[config.mk]
export PLATFORM = sky130hd
export DESIGN_NAME = pc_gen_flat
export DESIGN_NICKNAME = d
export VERILOG_FILES = /design/src/rtl/pc_gen_if.sv /design/src/rtl/pc_gen.sv /design/src/flat_wrapper.sv
export SDC_FILE = /design/constraint.sdc
export NUM_CORES = 1
export LEC_CHECK = 0
export ABC_AREA = 1
export ABC_CLOCK_PERIOD_IN_PS = 4740
export CELL_PAD_IN_SITES_DETAIL_PLACEMENT = 0
export CELL_PAD_IN_SITES_GLOBAL_PLACEMENT = 1
export CORE_AREA = 2 2 144 146
export CTS_CLUSTER_SIZE = 8
export DETAILED_ROUTE_END_ITERATION = 12
export DIE_AREA = 0 0 146 148
export GPL_TIMING_DRIVEN = 0
export PLACE_DENSITY_LB_ADDON = 0.12
export SKIP_LAST_GASP = 1
export SLEW_MARGIN = 25
export SYNTH_ARGS = -nofsm -noshare
export SYNTH_HDL_FRONTEND = slang
export SYNTH_SLANG_ARGS = --single-unit
[constraint.sdc]
create_clock -name clk -period 4.74 [get_ports clk]
set_clock_uncertainty 0.15 [all_clocks]
set_input_delay 0.474 -clock clk [delete_from_list [all_inputs] [get_ports clk]]
set_output_delay 0.474 -clock clk [all_outputs]
set_load 0.01 [all_outputs]
[src/rtl/pc_gen_if.sv]
// Fetch-side request/response bundle for the program-counter generator.
// The slave side is the PC generator; the master side is redirect/fetch control.
interface pc_gen_if #(
  parameter int ADDR_W = 32
);
  logic              trap_flag_i;
  logic [ADDR_W-1:0] trap_addr_i;
  logic              jump_flag_i;
  logic [ADDR_W-1:0] jump_addr_i;
  logic              hold_flag_i;
  logic              ras_push_i;
  logic [ADDR_W-1:0] ras_push_addr_i;
  logic              ras_pop_i;
  logic [ADDR_W-1:0] pc_o;
  logic              pc_pred_o;
  logic              misalign_o;
  logic              ras_empty_o;
  logic              ras_full_o;

  modport slave (
    input  trap_flag_i, trap_addr_i, jump_flag_i, jump_addr_i, hold_flag_i,
           ras_push_i, ras_push_addr_i, ras_pop_i,
    output pc_o, pc_pred_o, misalign_o, ras_empty_o, ras_full_o
  );

  modport master (
    output trap_flag_i, trap_addr_i, jump_flag_i, jump_addr_i, hold_flag_i,
           ras_push_i, ras_push_addr_i, ras_pop_i,
    input  pc_o, pc_pred_o, misalign_o, ras_empty_o, ras_full_o
  );
endinterface

[src/rtl/pc_gen.sv]
// RV32 fetch program-counter generator with a circular return-address stack.
// Next PC priority: trap > jump > RAS pop > hold > sequential step.
// All outputs are registered; redirect targets take effect one cycle later.
module pc_gen #(
  parameter int                ADDR_W     = 32,
  parameter logic [ADDR_W-1:0] RESET_ADDR = '0,
  parameter int                STEP       = 4,
  parameter int                RAS_DEPTH  = 4
) (
  input logic     clk,
  input logic     rst,
  pc_gen_if.slave bus
);

  localparam int PTR_W = (RAS_DEPTH > 1) ? $clog2(RAS_DEPTH) : 1;
  localparam int CNT_W = $clog2(RAS_DEPTH + 1);
  localparam logic [CNT_W-1:0]  FULL_CNT = CNT_W'(RAS_DEPTH);
  localparam logic [ADDR_W-1:0] STEP_INC = ADDR_W'(STEP);
  // Low bits that a redirect target must have clear for the current step size.
  localparam logic [ADDR_W-1:0] LOW_MASK = (STEP == 4) ? ADDR_W'(3) : ADDR_W'(1);

  logic [ADDR_W-1:0] pc_q, pc_d;
  logic              pred_q, pred_d;
  logic              mis_q, mis_d;
  logic [PTR_W-1:0]  top_q, top_d;
  logic [CNT_W-1:0]  cnt_q, cnt_d;
  logic [ADDR_W-1:0] ras_mem_q [RAS_DEPTH];

  logic              ras_upd;
  logic              push_eff;
  logic              pop_eff;
  logic              wr_en;
  logic [PTR_W-1:0]  wr_ptr;
  logic [ADDR_W-1:0] redir_raw;

  // Decide which RAS operations actually happen this cycle.
  always_comb begin
    ras_upd  = !bus.trap_flag_i && !bus.hold_flag_i;
    push_eff = ras_upd && bus.ras_push_i;
    pop_eff  = ras_upd && bus.ras_pop_i && (cnt_q != '0);
  end

  // Next-PC selection and redirect alignment.
  always_comb begin
    pc_d      = pc_q + STEP_INC;
    pred_d    = 1'b0;
    mis_d     = 1'b0;
    redir_raw = bus.jump_addr_i;
    if (bus.trap_flag_i) begin
      redir_raw = bus.trap_addr_i;
    end
    if (bus.trap_flag_i || bus.jump_flag_i) begin
      pc_d  = redir_raw & ~LOW_MASK;
      mis_d = |(redir_raw & LOW_MASK);
    end else if (pop_eff) begin
      // Push+pop in one cycle still returns the old top before it is overwritten.
      pc_d   = ras_mem_q[top_q];
      pred_d = 1'b1;
    end else if (bus.hold_flag_i) begin
      pc_d = pc_q;
    end
  end

  // RAS pointer/count update; a trap flushes the stack.
  always_comb begin
    top_d  = top_q;
    cnt_d  = cnt_q;
    wr_en  = 1'b0;
    wr_ptr = top_q;
    if (bus.trap_flag_i) begin
      top_d = '0;
      cnt_d = '0;
    end else if (push_eff && pop_eff) begin
      wr_en = 1'b1;
    end else if (push_eff) begin
      // Incrementing past the newest entry lands on the oldest one when full.
      wr_en  = 1'b1;
      wr_ptr = top_q + PTR_W'(1);
      top_d  = wr_ptr;
      if (cnt_q != FULL_CNT) begin
        cnt_d = cnt_q + CNT_W'(1);
      end
    end else if (pop_eff) begin
      top_d = top_q - PTR_W'(1);
      cnt_d = cnt_q - CNT_W'(1);
    end
  end

  // Control state registers with synchronous active-low reset.
  always_ff @(posedge clk) begin
    if (!rst) begin
      pc_q   <= RESET_ADDR;
      pred_q <= 1'b0;
      mis_q  <= 1'b0;
      top_q  <= '0;
      cnt_q  <= '0;
    end else begin
      pc_q   <= pc_d;
      pred_q <= pred_d;
      mis_q  <= mis_d;
      top_q  <= top_d;
      cnt_q  <= cnt_d;
    end
  end

  // Return-stack storage; contents are meaningless while count is zero.
  always_ff @(posedge clk) begin
    if (rst && wr_en) begin
      ras_mem_q[wr_ptr] <= bus.ras_push_addr_i;
    end
  end

  // Drive registered outputs.
  always_comb begin
    bus.pc_o        = pc_q;
    bus.pc_pred_o   = pred_q;
    bus.misalign_o  = mis_q;
    bus.ras_empty_o = (cnt_q == '0);
    bus.ras_full_o  = (cnt_q == FULL_CNT);
  end

endmodule

[src/flat_wrapper.sv]
// flat-port wrapper written by rule: the top's interface ports become plain ports
module pc_gen_flat 
#(
  parameter int                ADDR_W     = 32,
  parameter logic [ADDR_W-1:0] RESET_ADDR = '0,
  parameter int                STEP       = 4,
  parameter int                RAS_DEPTH  = 4
)
  (clk, rst, bus_trap_flag_i, bus_trap_addr_i, bus_jump_flag_i, bus_jump_addr_i, bus_hold_flag_i, bus_ras_push_i, bus_ras_push_addr_i, bus_ras_pop_i, bus_pc_o, bus_pc_pred_o, bus_misalign_o, bus_ras_empty_o, bus_ras_full_o);
  pc_gen_if #(.ADDR_W(ADDR_W)) bus_i ();
  input logic clk;
  input logic rst;
  input wire logic [$bits(bus_i.trap_flag_i)-1:0] bus_trap_flag_i;
  input wire logic [$bits(bus_i.trap_addr_i)-1:0] bus_trap_addr_i;
  input wire logic [$bits(bus_i.jump_flag_i)-1:0] bus_jump_flag_i;
  input wire logic [$bits(bus_i.jump_addr_i)-1:0] bus_jump_addr_i;
  input wire logic [$bits(bus_i.hold_flag_i)-1:0] bus_hold_flag_i;
  input wire logic [$bits(bus_i.ras_push_i)-1:0] bus_ras_push_i;
  input wire logic [$bits(bus_i.ras_push_addr_i)-1:0] bus_ras_push_addr_i;
  input wire logic [$bits(bus_i.ras_pop_i)-1:0] bus_ras_pop_i;
  output wire logic [$bits(bus_i.pc_o)-1:0] bus_pc_o;
  output wire logic [$bits(bus_i.pc_pred_o)-1:0] bus_pc_pred_o;
  output wire logic [$bits(bus_i.misalign_o)-1:0] bus_misalign_o;
  output wire logic [$bits(bus_i.ras_empty_o)-1:0] bus_ras_empty_o;
  output wire logic [$bits(bus_i.ras_full_o)-1:0] bus_ras_full_o;
  assign bus_i.trap_flag_i = bus_trap_flag_i;
  assign bus_i.trap_addr_i = bus_trap_addr_i;
  assign bus_i.jump_flag_i = bus_jump_flag_i;
  assign bus_i.jump_addr_i = bus_jump_addr_i;
  assign bus_i.hold_flag_i = bus_hold_flag_i;
  assign bus_i.ras_push_i = bus_ras_push_i;
  assign bus_i.ras_push_addr_i = bus_ras_push_addr_i;
  assign bus_i.ras_pop_i = bus_ras_pop_i;
  assign bus_pc_o = bus_i.pc_o;
  assign bus_pc_pred_o = bus_i.pc_pred_o;
  assign bus_misalign_o = bus_i.misalign_o;
  assign bus_ras_empty_o = bus_i.ras_empty_o;
  assign bus_ras_full_o = bus_i.ras_full_o;
  pc_gen #(.ADDR_W(ADDR_W), .RESET_ADDR(RESET_ADDR), .STEP(STEP), .RAS_DEPTH(RAS_DEPTH)) u_core (.clk(clk), .rst(rst), .bus(bus_i));
endmodule
==> key figures <==
STA
  – Clock period minus worst slack: 3.09 ns
  – Final max-slew violation count: 0
  – Final worst-path cycle share: 65.2%
  – Final setup vio count: 0
  – Endpoints failing hold: 0
  – Relative slew slack: 57.4%
  – Smallest hold slack: 0.331 ns
  – Setup repair after global routing missed its margin: no
  – Max Fclk: 324 MHz
  – Slew at the pin closest to its max-slew limit: 0.639 ns

Clock network
  – Total number of H-tree levels: 4
  – Post-CTS setup-driven buffer insertion count: 0
  – Clock root buffer: sky130_fd_sc_hd__clkbuf_16
  – Clock input transition at the sequential cells of the worst setup and hold paths: 0.07 ns
  – Max Buffers Root-to-Sink: 2
  – TritonCTS clock tree: yes
  – Count of instances resized after the clock tree is built: 0
  – Clock tree sinks: 169
  – Worst skew pair latency: 0.43 ns
  – Hold-fix buffer count after cts: 0
  – Total clock buffers created by CTS: 17

Global route
  – Met3 routing resource usage after global routing: 3.80%
  – Number of antenna violations at the first check in global routing: 0
  – First-pass GRT wire length: 35000 µm
  – Pin count of the biggest net entering global routing: 22
  – Highest-utilization routing layer at the global route stage: met2
  – Via count of the first global-routing pass: 6039
  – Met2 demand-to-capacity share in global routing: 34.3%
  – Overall Global Routing Usage: 21.3%
  – Leftover overflow at the end of global routing: 0
  – GRT met1 Usage: 30.2%

Run status
  – Status: complete, no violations

Placement
  – Detailed Place HPWL: 16900 µm
  – Buffers on Ports: 137
  – Placer Congestion: 0.803

Synthesis
  – Sequential area share after synthesis: 58.0%
  – Post-synthesis average cell area: 9.86 µm²
  – Xor/xnor cell area share of the yosys netlist: 1.40%
  – Synth async-reset ratio: 0%
  – Mux share of post-synthesis cell area: 0%
  – Commonest register cell after synthesis: sky130_fd_sc_hd__edfxtp_1
  – Simple-gate area share of the yosys netlist: 18.4%
  – Combinational family with the most area after synthesis: simple AND/OR/NAND/NOR gates
  – Post-Synth Adder-Cell Area: 0.467%
  – Count of flip-flops with a built-in enable after synthesis: 128
  – Synthesized instance count: 816
  – #FFs+latches synth: 169
  – Syn_nets: 922
  – Compound-gate portion of the synthesized area: 16.2%
  – Number of different library cells in the post-synthesis netlist: 47
  – Mapped cell area: 8040 µm²
  – YS warnings: 0

Pwr
  – Part of the total power dissipated in the clock network: 40.2%
  – Leakage power summed over all cells: 3.71 nW
  – Net switching component of the power: 0.000854 W
  – Flop pwr share: 49.4%
  – Sw Share: 25.4%
  – Peak supply drop: 0.000274 V
  – Cell internal power dissipation: 0.00250 W
  – Combinational fraction of design power: 10.4%
  – Power density of the placed cells: 321 nW/µm²

Final layout
  – Share of final-layout standard cells stronger than drive strength 1: 11.6%
  – Ant. Diodes: 0
  – Leading cell type in the layout, fill and taps excluded: sky130_fd_sc_hd__nand2_1
  – Area growth syn-to-layout: 30.0%
  – Most frequent cells in the layout: sky130_fd_sc_hd__nand2_1, sky130_fd_sc_hd__clkdlybuf4s50_1, sky130_fd_sc_hd__edfxtp_1
  – Nets: 1086
  – Core utilization of the finished layout: 52.2%

Detailed routing
  – Routed Wire Length: 22800 µm
  – Via-to-Cell Ratio: 5.09
  – Remaining design rule violation count: 0
  – Vias after detailed routing: 6424
  – Number of nets still failing antenna checks after routing: 0
  – Iter 0 DRT Violations: 415
  – Average wire length per cell after detail routing: 18.0 µm
  – Number of iterations in the first detailed-routing pass: 5

Worst setup path
  – Reg2Reg Capture Point: u_core.ras_mem_q[3][31]$_DFFE_PP_
  – Critical path start-end classification: primary input to flop
  – Startpoint class of the critical path: primary input
  – Reg-to-reg setup timing slack: 1.95 ns
  – Required @ worst endpoint: 4.72 ns
  – Largest fanout on the critical path: 13
  – Data arrival, critical path: 3.07 ns
  – Crit. End Element: flop
  – Crit Reg-Reg Startpoint: u_core.cnt_q[1]$_SDFFE_PP0P_
  – Depth of the worst register-to-register path: 9

Die
  – Y dimension of the die: 148 µm
  – Full die area: 21600 µm²
  – Ports: 139
  – Chip Width: 146 µm
  – Num rows: 52
  – Placeable core area: 20000 µm²
  – Effective utilization at floorplan: 40.1%

Hold path
  – Worst hold path startpoint: bus_trap_flag_i
  – Hold path depth: 3
  – Hold Crit Class: primary input to flop
  – Min-Delay Endpoint: u_core.bus.pc_o[7]$_SDFFE_PN0P_

Run
  – Count of max-cap constraint violations: 0
-- flip-flops by register name, summed over array words and instances (netlist names), named ones only --
name,cells
u_core.bus.misalign_o,1
u_core.bus.pc_o,30
u_core.bus.pc_pred_o,1
u_core.cnt_q,3
u_core.ras_mem_q,128
u_core.top_q,2
-- how the worst max path moves through the flow --
stage	from	endpoint	slack (ns)	depth (start not counted)
2_1_floorplan	bus_trap_flag_i	u_core.ras_mem_q[1][0]$_DFFE_PP_	0.64	6
3_3_place_gp	bus_hold_flag_i	u_core.ras_mem_q[1][20]$_DFFE_PP_	-1.59	6
3_5_place_dp	bus_hold_flag_i	u_core.ras_mem_q[0][23]$_DFFE_PP_	1.15	8
4_1_cts	bus_hold_flag_i	u_core.ras_mem_q[0][27]$_DFFE_PP_	1.60	8
5_1_grt	bus_hold_flag_i	u_core.ras_mem_q[0][18]$_DFFE_PP_	1.45	8
6_report	bus_hold_flag_i	u_core.ras_mem_q[3][31]$_DFFE_PP_	1.65	10
-- power by group through the flow --
| stage | Clock, W | Sequential (W) | Combinational (W) |
|---|---|---|---|
| floorplan | 0 | 0.00169 | 0.000146 |
| global placement | 0 | 0.00169 | 0.000347 |
| detailed placement | 0 | 0.00169 | 0.000352 |
| CTS | 0.00136 | 0.00166 | 0.000354 |
| global route | 0.00143 | 0.00166 | 0.000384 |
| finish | 0.00135 | 0.00166 | 0.000350 |
-- metal layers --
metal | vias to the layer above | routed length, µm | part of all wire, %
met3 | 13 | 1170 | 5.1
li1 | 3211 | - | -
met5 | - | 0 | 0
met2 | 171 | 10700 | 47
met1 | 3029 | 10700 | 47
met4 | 0 | 155 | 0.68
-- area by class of cell --
type | instances | area (µm²)
plain buffers | 44 | 285
clock buffers | 17 | 425
clock inverters | 15 | 149
fillers | 1891 | 9580
inverters | 41 | 159
multi-input cells | 562 | 2960
flip-flops and latches | 169 | 4660
well taps | 270 | 338
repair buffers | 145 | 1480
-- stage by stage --
stage / cells / setup slack (ns) / setup TNS (ns) / total power [W] / cell area [µm²]
6_report: 1263 / 1.65 / 0 / 0.00335 / 10500
5_1_grt: 1263 / 1.45 / 0 / 0.00348 / 10500
4_1_cts: 1263 / 1.60 / 0 / 0.00337 / 10500
3_5_place_dp: 1231 / 1.15 / 0 / 0.00204 / 9880
3_3_place_gp: 1223 / -1.59 / -74.85 / 0.00204 / 9750
2_1_floorplan: 816 / 0.639 / 0 / 0.00184 / 8040
-- worst max-delay path, stage by stage --
cell and delay (ns):
sky130_fd_sc_hd__clkdlybuf4s50_1 0.54, sky130_fd_sc_hd__nor2_8 0.19, sky130_fd_sc_hd__nand2_4 0.11, sky130_fd_sc_hd__inv_2 0.11, sky130_fd_sc_hd__nand4_1 0.13, sky130_fd_sc_hd__xor2_1 0.36, sky130_fd_sc_hd__inv_1 0.18, sky130_fd_sc_hd__nor3_4 0.50
sky130_fd_sc_hd__buf_8 0.24, sky130_fd_sc_hd__buf_6 0.20
-- cells in the mapped netlist (2+ instances only) --
cell                         n  share of area, %
sky130_fd_sc_hd__nand3b_1    4              0.37
sky130_fd_sc_hd__a21oi_1    26               1.6
sky130_fd_sc_hd__buf_6       2              0.28
sky130_fd_sc_hd__nor2_1    106               4.9
sky130_fd_sc_hd__xor2_1      7              0.76
sky130_fd_sc_hd__ha_1        3              0.47
sky130_fd_sc_hd__clkbuf_1   15              0.70
sky130_fd_sc_hd__nor2_4      9               1.3
sky130_fd_sc_hd__nor2_8      3              0.75
sky130_fd_sc_hd__nor3_1      4              0.25
sky130_fd_sc_hd__nand2_4     4              0.56
sky130_fd_sc_hd__nand3_1    14              0.87
sky130_fd_sc_hd__a31oi_1     6              0.47
sky130_fd_sc_hd__inv_2       4              0.19
sky130_fd_sc_hd__a21oi_2     3              0.33
sky130_fd_sc_hd__o22ai_1    27               2.1
sky130_fd_sc_hd__xnor2_1     4              0.44
sky130_fd_sc_hd__nand2_2     6              0.47
sky130_fd_sc_hd__inv_1      35               1.6
sky130_fd_sc_hd__buf_4       4              0.37
sky130_fd_sc_hd__edfxtp_1  128                48
sky130_fd_sc_hd__clkbuf_8    7               1.2
sky130_fd_sc_hd__o211ai_1    8              0.75
sky130_fd_sc_hd__clkbuf_2    2              0.12
sky130_fd_sc_hd__nand2_1   164               7.7
sky130_fd_sc_hd__o21ai_2     2              0.22
sky130_fd_sc_hd__o21ai_1     9              0.56
sky130_fd_sc_hd__buf_2      14              0.87
sky130_fd_sc_hd__dfxtp_1    41                10
sky130_fd_sc_hd__o21ai_0   102               6.3
sky130_fd_sc_hd__nor2_2      5              0.39
sky130_fd_sc_hd__a221oi_1   24               2.6
sky130_fd_sc_hd__a22oi_1     5              0.47
sky130_fd_sc_hd__inv_4       2              0.16
sky130_fd_sc_hd__o21a_1      4              0.37
sky130_fd_sc_hd__a311oi_1    2              0.22
-- cells by family after synthesis --
family / count (synthesis)
AOI/OAI and AO/OA: 220
xor gates and xnor gates: 12
adders and majority gates: 3
buffers and inverters: 85
DFF: 169
and+or+nand+nor: 327
(Power assumes the default switching activity.)
